`src/rtl/vdic_mult_pkg.sv`:
```
// Shared types and helpers for the parity-protected multiply responder.
// Parity is computed over a zero-extended vector, which leaves it unchanged.
package vdic_mult_pkg;

   typedef enum logic [1:0] {IDLE, MUL, ERR} state_t;

   localparam int DEFAULT_WIDTH = 16;
   localparam int PARITY_MAX_W  = 64;

   function automatic logic even_parity(input logic [PARITY_MAX_W-1:0] v);
      return ^v;
   endfunction

endpackage

```
`src/rtl/seq_mult_core.sv`:
```
// Sequential magnitude shift-add multiplier: one partial product per clock,
// sign applied combinationally to the final accumulation on the done step.
module seq_mult_core
   import vdic_mult_pkg::*;
#(
   parameter int WIDTH = DEFAULT_WIDTH
) (
   input  logic                 clk,
   input  logic                 rst_n,
   input  logic                 start,
   input  logic                 run,
   input  logic [WIDTH-1:0]     a,
   input  logic [WIDTH-1:0]     b,
   output logic                 done,
   output logic [2*WIDTH-1:0]   product
);

   localparam int CW = $clog2(WIDTH);

   logic [WIDTH:0]     a_ext, b_ext, mag_a, mag_b;
   logic [2*WIDTH-1:0] mcand_reg, acc_reg, addend, acc_next;
   logic [WIDTH:0]     mplier_reg;
   logic [CW-1:0]      cnt_reg;
   logic               neg_reg;

   // One extra bit so that the most negative operand has a representable magnitude
   assign a_ext = {a[WIDTH-1], a};
   assign b_ext = {b[WIDTH-1], b};
   assign mag_a = a[WIDTH-1] ? (~a_ext + 1'b1) : a_ext;
   assign mag_b = b[WIDTH-1] ? (~b_ext + 1'b1) : b_ext;

   assign addend   = mplier_reg[0] ? mcand_reg : '0;
   assign acc_next = acc_reg + addend;
   assign product  = neg_reg ? (~acc_next + 1'b1) : acc_next;
   assign done     = run && (cnt_reg == CW'(WIDTH - 1));

   always_ff @(posedge clk or negedge rst_n) begin
      if (!rst_n) begin
         mcand_reg  <= '0;
         mplier_reg <= '0;
         acc_reg    <= '0;
         cnt_reg    <= '0;
         neg_reg    <= 1'b0;
      end else if (start) begin
         mcand_reg  <= {{(WIDTH-1){1'b0}}, mag_a};
         mplier_reg <= mag_b;
         acc_reg    <= '0;
         cnt_reg    <= '0;
         neg_reg    <= a[WIDTH-1] ^ b[WIDTH-1];
      end else if (run) begin
         acc_reg    <= acc_next;
         mcand_reg  <= mcand_reg << 1;
         mplier_reg <= mplier_reg >> 1;
         cnt_reg    <= cnt_reg + 1'b1;
      end
   end

endmodule

```
`src/rtl/par_mult_responder.sv`:
```
// Responder side of the parity-protected multiply handshake: captures operands
// on req, pulses ack, and later pulses result_rdy with a registered product.
module par_mult_responder
   import vdic_mult_pkg::*;
#(
   parameter int WIDTH = DEFAULT_WIDTH
) (
   input  logic                 clk,
   input  logic                 rst_n,
   input  logic                 req,
   input  logic [WIDTH-1:0]     arg_a,
   input  logic [WIDTH-1:0]     arg_b,
   input  logic                 arg_a_parity,
   input  logic                 arg_b_parity,
   output logic                 ack,
   output logic [2*WIDTH-1:0]   result,
   output logic                 result_parity,
   output logic                 result_rdy,
   output logic                 arg_parity_error
);

   state_t             state_reg, state_next;
   logic               ack_reg, ack_next;
   logic               rdy_reg, rdy_next;
   logic [2*WIDTH-1:0] result_reg, result_next;
   logic               rpar_reg, rpar_next;
   logic               perr_reg, perr_next;
   logic               start, core_done, parity_ok;
   logic [2*WIDTH-1:0] core_product;

   assign parity_ok = (arg_a_parity == even_parity(PARITY_MAX_W'(arg_a))) &&
                      (arg_b_parity == even_parity(PARITY_MAX_W'(arg_b)));

   seq_mult_core #(.WIDTH(WIDTH)) u_core (
      .clk     (clk),
      .rst_n   (rst_n),
      .start   (start),
      .run     (state_reg == MUL),
      .a       (arg_a),
      .b       (arg_b),
      .done    (core_done),
      .product (core_product)
   );

   always_ff @(posedge clk or negedge rst_n) begin
      if (!rst_n) begin
         state_reg  <= IDLE;
         ack_reg    <= 1'b0;
         rdy_reg    <= 1'b0;
         result_reg <= '0;
         rpar_reg   <= 1'b0;
         perr_reg   <= 1'b0;
      end else begin
         state_reg  <= state_next;
         ack_reg    <= ack_next;
         rdy_reg    <= rdy_next;
         result_reg <= result_next;
         rpar_reg   <= rpar_next;
         perr_reg   <= perr_next;
      end
   end

   always_comb begin
      state_next  = state_reg;
      ack_next    = 1'b0;
      rdy_next    = 1'b0;
      result_next = result_reg;
      rpar_next   = rpar_reg;
      perr_next   = perr_reg;
      start       = 1'b0;
      unique case (state_reg)
         IDLE: begin
            if (req) begin
               start      = 1'b1;
               ack_next   = 1'b1;
               perr_next  = 1'b0;
               state_next = parity_ok ? MUL : ERR;
            end
         end
         MUL: begin
            if (core_done) begin
               result_next = core_product;
               rpar_next   = even_parity(PARITY_MAX_W'(core_product));
               rdy_next    = 1'b1;
               state_next  = IDLE;
            end
         end
         ERR: begin
            result_next = '0;
            rpar_next   = 1'b0;
            perr_next   = 1'b1;
            rdy_next    = 1'b1;
            state_next  = IDLE;
         end
         default: state_next = IDLE;
      endcase
   end

   assign ack              = ack_reg;
   assign result_rdy       = rdy_reg;
   assign result           = result_reg;
   assign result_parity    = rpar_reg;
   assign arg_parity_error = perr_reg;

endmodule

```
`config.mk`:
```
export PLATFORM = sky130hd
export DESIGN_NAME = par_mult_responder
export DESIGN_NICKNAME = d
export VERILOG_FILES = /design/src/rtl/vdic_mult_pkg.sv /design/src/rtl/seq_mult_core.sv /design/src/rtl/par_mult_responder.sv
export SDC_FILE = /design/constraint.sdc
export NUM_CORES = 1
export LEC_CHECK = 0
export CORE_MARGIN = 10
export CORE_UTILIZATION = 60
export CTS_BUF_LIST = sky130_fd_sc_hd__clkbuf_16
export DETAILED_ROUTE_END_ITERATION = 12
export PLACE_DENSITY = 0.82
export SLEW_MARGIN = 40
export SYNTH_ARGS = -nofsm -noshare
export SYNTH_HDL_FRONTEND = slang
export SYNTH_SLANG_ARGS = --single-unit
```
`constraint.sdc`:
```
create_clock -name clk -period 11.8 [get_ports clk]
set_input_delay 1.77 -clock clk [delete_from_list [all_inputs] [get_ports clk]]
set_output_delay 1.77 -clock clk [all_outputs]
set_load 0.01 [all_outputs]
```
=== Word level (Yosys, flattened, before mapping) ===
Index checks and enable logic that the tools add are counted.

* Output and inout bits: 36
* Register bits: 124

* Equality and inequality tests: 7
* Bitwise gates (word level): 4
* Reduce and logical (&&, ||, !) cells: 12
* Muxes and demuxes: 26
* $add $sub $neg: 5

{| class="wikitable"
|+ Operator list
! kind !! count
|-
| 32-bit 2-to-1 mux || 7
|-
| 64-bit parity || 3
|-
| 17-bit 2-to-1 mux || 4
|-
| 32-bit one-hot mux with 2 select lines || 1
|-
| 17-bit by 1-bit adder with 17-bit output, second input constant || 2
|-
| 17-bit NOT || 2
|-
| 32-bit by 1-bit adder with 32-bit output, second input constant || 1
|-
| 32-bit adder || 1
|-
| 32-bit NOT || 1
|-
| 4-bit 2-to-1 mux || 2
|-
| 2-bit 2-to-1 mux || 3
|-
| 1-bit one-hot mux with 2 select lines || 3
|-
| 2-bit AND reduction || 3
|-
| 2-bit nonzero test || 3
|-
| 1-bit 2-to-1 mux || 5
|-
| 4-bit by 1-bit adder with 4-bit output, second input constant || 1
|-
| 4-bit == test, second input constant || 1
|-
| 2-bit != test, second input constant || 2
|-
| 2-bit one-hot mux with 2 select lines || 1
|-
| 1-bit == test || 2
|-
| 2-bit by 1-bit == test with 1-bit output, second input constant || 1
|-
| 2-bit == test, second input constant || 1
|-
| 1-bit logical AND || 2
|-
| 2-bit zero test || 1
|-
| 1-bit bitwise XOR || 1
|}

=== Depth between registers and ports, before layout ===
* Depth in word-level cells: 8
* Mapped depth: 19

=== Modules after synthesis ===
A second synthesis with hierarchy kept.

* Cell total of the unflattened synthesis: 981
* Area total of the unflattened synthesis: 9121.2 um^2

{| class="wikitable"
|+ Modules (own cells, without submodules)
! module !! cells each !! instances !! area an instance (um^2)
|-
| seq_mult_core || 820 || 1 || 7159.4
|-
| par_mult_responder || 161 || 1 || 1961.9
|}

=== Worst setup path before layout ===
OpenSTA, ideal clock, no wires.

* Path type: register to register
* Start: reg u_core.mplier_reg[0]
* End: reg rpar_reg, in the netlist result_parity
* Arrival time: 5.125 ns
* Path slack: 6.554 ns
* Cell stages (with the launch flop): 20
* Path buffers: 4
* Setup time: 0.121 ns
* Clock period less this slack: 5.246 ns
* Path through: dfrtp_1 -> clkbuf_1 -> and2_1 -> ha_1 -> clkbuf_1 -> nand4_1 -> or3_1 -> a2111oi_0 -> nor3_1 -> xnor2_1 -> or4_1 -> buf_2 -> or4_4 -> buf_6 -> or3_4 -> nor3_2 -> mux2i_1 -> xnor2_2 -> xnor3_1 -> a22o_1

* Longest elaborated chain between the ends: 8

{| class="wikitable"
|+ RTL lines
! item !! RTL line !! RTL
|-
| start: declaration || seq_mult_core.sv:22 || <nowiki>logic [WIDTH:0] mplier_reg;</nowiki>
|-
| start signal: assignment || seq_mult_core.sv:46 || <nowiki>mplier_reg <= mag_b;</nowiki>
|-
| start signal: assignment || seq_mult_core.sv:53 || <nowiki>mplier_reg <= mplier_reg >> 1;</nowiki>
|-
| 32-bit 2-to-1 mux * || seq_mult_core.sv:32 || <nowiki>assign addend = mplier_reg[0] ? mcand_reg : '0;</nowiki>
|-
| 32-bit adder * || seq_mult_core.sv:33 || <nowiki>assign acc_next = acc_reg + addend;</nowiki>
|-
| 32-bit NOT || seq_mult_core.sv:34 || <nowiki>assign product = neg_reg ? (~acc_next + 1'b1) : acc_next;</nowiki>
|-
| 32-bit by 1-bit adder with 32-bit output || seq_mult_core.sv:34 ||
|-
| 32-bit 2-to-1 mux * || seq_mult_core.sv:34 ||
|-
| 64-bit parity * || vdic_mult_pkg.sv:11 || <nowiki>return ^v;</nowiki>
|-
| 1-bit 2-to-1 mux * || par_mult_responder.sv:81 || <nowiki>if (core_done) begin</nowiki>
|-
| 1-bit one-hot mux with 2 select lines * || par_mult_responder.sv:71 || <nowiki>unique case (state_reg)</nowiki>
|-
| end signal: assignment || par_mult_responder.sv:58 || <nowiki>rpar_reg <= rpar_next;</nowiki>
|-
| end: declaration || par_mult_responder.sv:26 || <nowiki>logic rpar_reg, rpar_next;</nowiki>
|}

Every way passes the cells marked *; elsewhere a longest branch is shown, timed or not. The select of a mux whose other input is x is not followed.
A chain may end at the register's enable or synchronous reset.

=== Worst setup path after layout ===
Same ends and word-level chain as after synthesis.

==> impl_metrics.toml <==
[run_status]
status = "finished clean"

[yosys]
synthesis.nets = 1185
synth_ff_type = "dfrtp_1"
async_flop_share_pct = 100
postSynthCellCount = 1095
synth-simple-area-share_pct = 18.1
synth-compound-area-share_pct = 17.3
synth_edf_count = 0
synth_top_area_cell = "dfrtp_1"
ys_seq_elements = 124
syn_area_um2 = 9560
synth-xor-area-share_pct = 13.0
synth_area_leaders = "dfrtp_1 (32%), mux2i_1 (7.7%), xnor2_1 (7.1%)"
synthMuxAreaShare_pct = 7.75
ys_seq_area_share_pct = 32.5
synth_top_family_by_area = "simple AND/OR/NAND/NOR gates"
synth_cell_types = 77
syn_area_per_cell_um2 = 8.73
synth_adder_area_share_pct = 7.01
yosys.area.top_type_share_pct = 32.5
yosys_warnings = 0

[detailed_routing]
vias_per_cell = 5.88
totalWireLength_um = 22900
ant_nets = 0
vias = 7985
routedWlPerCell_um = 16.9
drt_iter0_drc = 544
drc = 0
firstDrtPassIters = 5

[global_routing]
grt_pass1_vias = 7995
grt_max_degree = 88
grt_overflow = 0
grt_first_pass_wirelength_um = 39400
gr-usage-all-layers_pct = 21.7
antenna_found_initial = 0

[clock_network]
htreeDepth = 4
worstSkewPairLatency_ns = 0.43
clk_pin_slew_worst_paths_ns = 0.06
cts_root_buffer = "clkbuf_16"
cts.path.max_buffers = 2
post-cts-setup-buffers = 0
clkSinkCount = 124
postCtsHoldBufs = 0
cts-buffers-inserted = 17
cts_tree = "yes"
cts_resized = 0

[critical_path]
path_cells = "and2_1 > ha_1 > fa_1 > a21o_1 > a221o_2 > o211ai_2 > nor2_2 > or4_4 > or4_1 > nor4_2 > nand3_1 > o41ai_2 > xnor2_1 > xnor3_1 > xnor3_1 > a22o_1"
crit_slowest_cell = "or4_1"
critPathMaxStageDelay_ns = 0.70
regToRegEndpoint = "result_parity$_DFFE_PN0P_"
cp_common_cell = "xnor3_1"
timing.critical_path.buf_inv = 0
r2r_start = "u_core.mplier_reg[0]$_DFFE_PN0P_"
critPathArrivalTime_ns = 6.13
critPathTopFamily = "simple AND/OR/NAND/NOR gates"
crit_path_start_kind = "flip-flop"
ff2ff_path_depth = 16
crit_required_ns = 12.12
critPathCaptureType = "flip-flop"
r2r_setup_slack_ns = 5.99
crit_fanout = 33
critPathKind = "reg2reg"

[die]
core_area_um2 = 15800
initial_core_util_pct = 60.6
chipWidth_um = 146
row_count = 46
die_area_um2 = 21400
ios = 73
die_h_um = 146

[sta]
finalCritPeriodShare_pct = 49.3
fin_ws_ns = 5.99
worst_pin_slew_ns = 0.852
finalSetupViolations = 0
fin_worst_skew_ns = 0.0136
rsz0062_at_grt = "no"
hold_slack_ns = 0.476
timing.fmax_mhz = 172
min_period_ns = 5.81
finalHoldViolCount = 0
slew_headroom_pct = 42.8
setup_tns_ns = 0
finalMaxSlewViolations = 0

[power_and_ir_drop]
p_leak_nw = 5.00
finalPower_mw = 2.86
power_density_nw_per_um2 = 262
max-vdd-ir-drop_mv = 0.269

[placement]
io_buffers = 72
placedCellCount = 1326
pre_cts_slack_ns = 5.82
place.detailed.hpwl_um = 17100
gp_congestion = 0.911

[worst_hold_path]
min_path_type = "reg2reg"
hold_end = "result[4]$_DFFE_PN0P_"
hold_start = "result[4]$_DFFE_PN0P_"
hold_depth = 2

[finish]
final_cell_mix = "nand2_1 (125), dfrtp_1 (123), o21ai_0 (94), nor2_1 (87), xnor2_1 (78)"
layout_commonest_cell = "nand2_1"
drive_gt1_share_pct = 5.95
syn2layout_area_growth_pct = 14.6
antenna-diode-count = 0
fin_nets = 1219
stdcell_count = 1358

[flow_run]
drv_cap = 0
area by class of cell:
type,instances,area (µm²)
fillers,1324,4820
clock inverters,15,163
clock buffers,17,425
repair buffers,78,767
flip-flops and latches,124,3100
inverters,43,161
multi-input cells,865,6060
well taps,216,270
where the power goes:
part           internal, mW  total (mW)  switching, mW
clock                 0.314       0.524          0.211
sequential            0.507       0.575         0.0681
combinational         0.880        1.77          0.886
total                  1.70        2.86           1.16
worst max path at each step:
stage	startpoint	end	slack (ns)	cells past startpoint
detailed placement	u_core.mplier_reg[0]$_DFFE_PN0P_	result_parity$_DFFE_PN0P_	5.82	16
floorplan	u_core.mplier_reg[0]$_DFFE_PN0P_	result_parity$_DFFE_PN0P_	6.55	19
CTS	u_core.mplier_reg[0]$_DFFE_PN0P_	result_parity$_DFFE_PN0P_	5.78	16
finish	u_core.mplier_reg[0]$_DFFE_PN0P_	result_parity$_DFFE_PN0P_	5.99	16
global placement	u_core.mplier_reg[0]$_DFFE_PN0P_	result_parity$_DFFE_PN0P_	5.98	16
global route	u_core.mplier_reg[0]$_DFFE_PN0P_	result_parity$_DFFE_PN0P_	5.62	15
worst min-delay path: stages, from the launching register on:
cell     delay [ns]
dfrtp_1        0.34
nand2_1        0.05
o21ai_0        0.06
Yosys cell counts, drive strengths merged, types with 5 or more instances:
| library cell | instances |
|---|---|
| a211oi | 15 |
| a21o | 20 |
| a21oi | 42 |
| a22o | 8 |
| and2 | 38 |
| and3 | 14 |
| buf | 13 |
| clkbuf | 50 |
| dfrtp | 124 |
| ha | 52 |
| inv | 42 |
| mux2i | 74 |
| nand2 | 125 |
| nand2b | 5 |
| nand3 | 23 |
| nand4 | 10 |
| nor2 | 88 |
| nor3 | 16 |
| o211a | 5 |
| o211ai | 5 |
| o21a | 6 |
| o21ai | 100 |
| o22ai | 5 |
| o31ai | 12 |
| or3 | 21 |
| or4 | 6 |
| xnor2 | 79 |
| xnor3 | 8 |
| xor2 | 38 |
layer usage:
| metal | share of wire (%) | vias up | track usage [%] |
|---|---|---|---|
| li1 | - | 3920 | - |
| met2 | 46 | 203 | 34.6 |
| met3 | 5.0 | 20 | 4.33 |
| met5 | 0 | - | 0 |
| met4 | 1.3 | 0 | 6.46 |
| met1 | 48 | 3842 | 29.2 |
metrics by stage:
stage | instance area (µm²) | utilization, %
floorplan | 9560 | -
global placement | 10400 | 65.6
detailed placement | 10400 | 65.7
CTS | 10900 | 69.4
global route | 11000 | 69.4
finish | 11000 | 69.4
kinds of logic (layout without fill, tap and decap cells):
group,Yosys count,after routing
multiplexers,74,74
AO/OA/AOI/OAI,251,251
XOR/XNOR,126,126
flip-flops,124,124
adder cells (fa/ha/maj),53,53
AND/OR/NAND/NOR,361,361
buffers and inverters,106,153
Note: power is estimated with default switching activity, not from simulation.
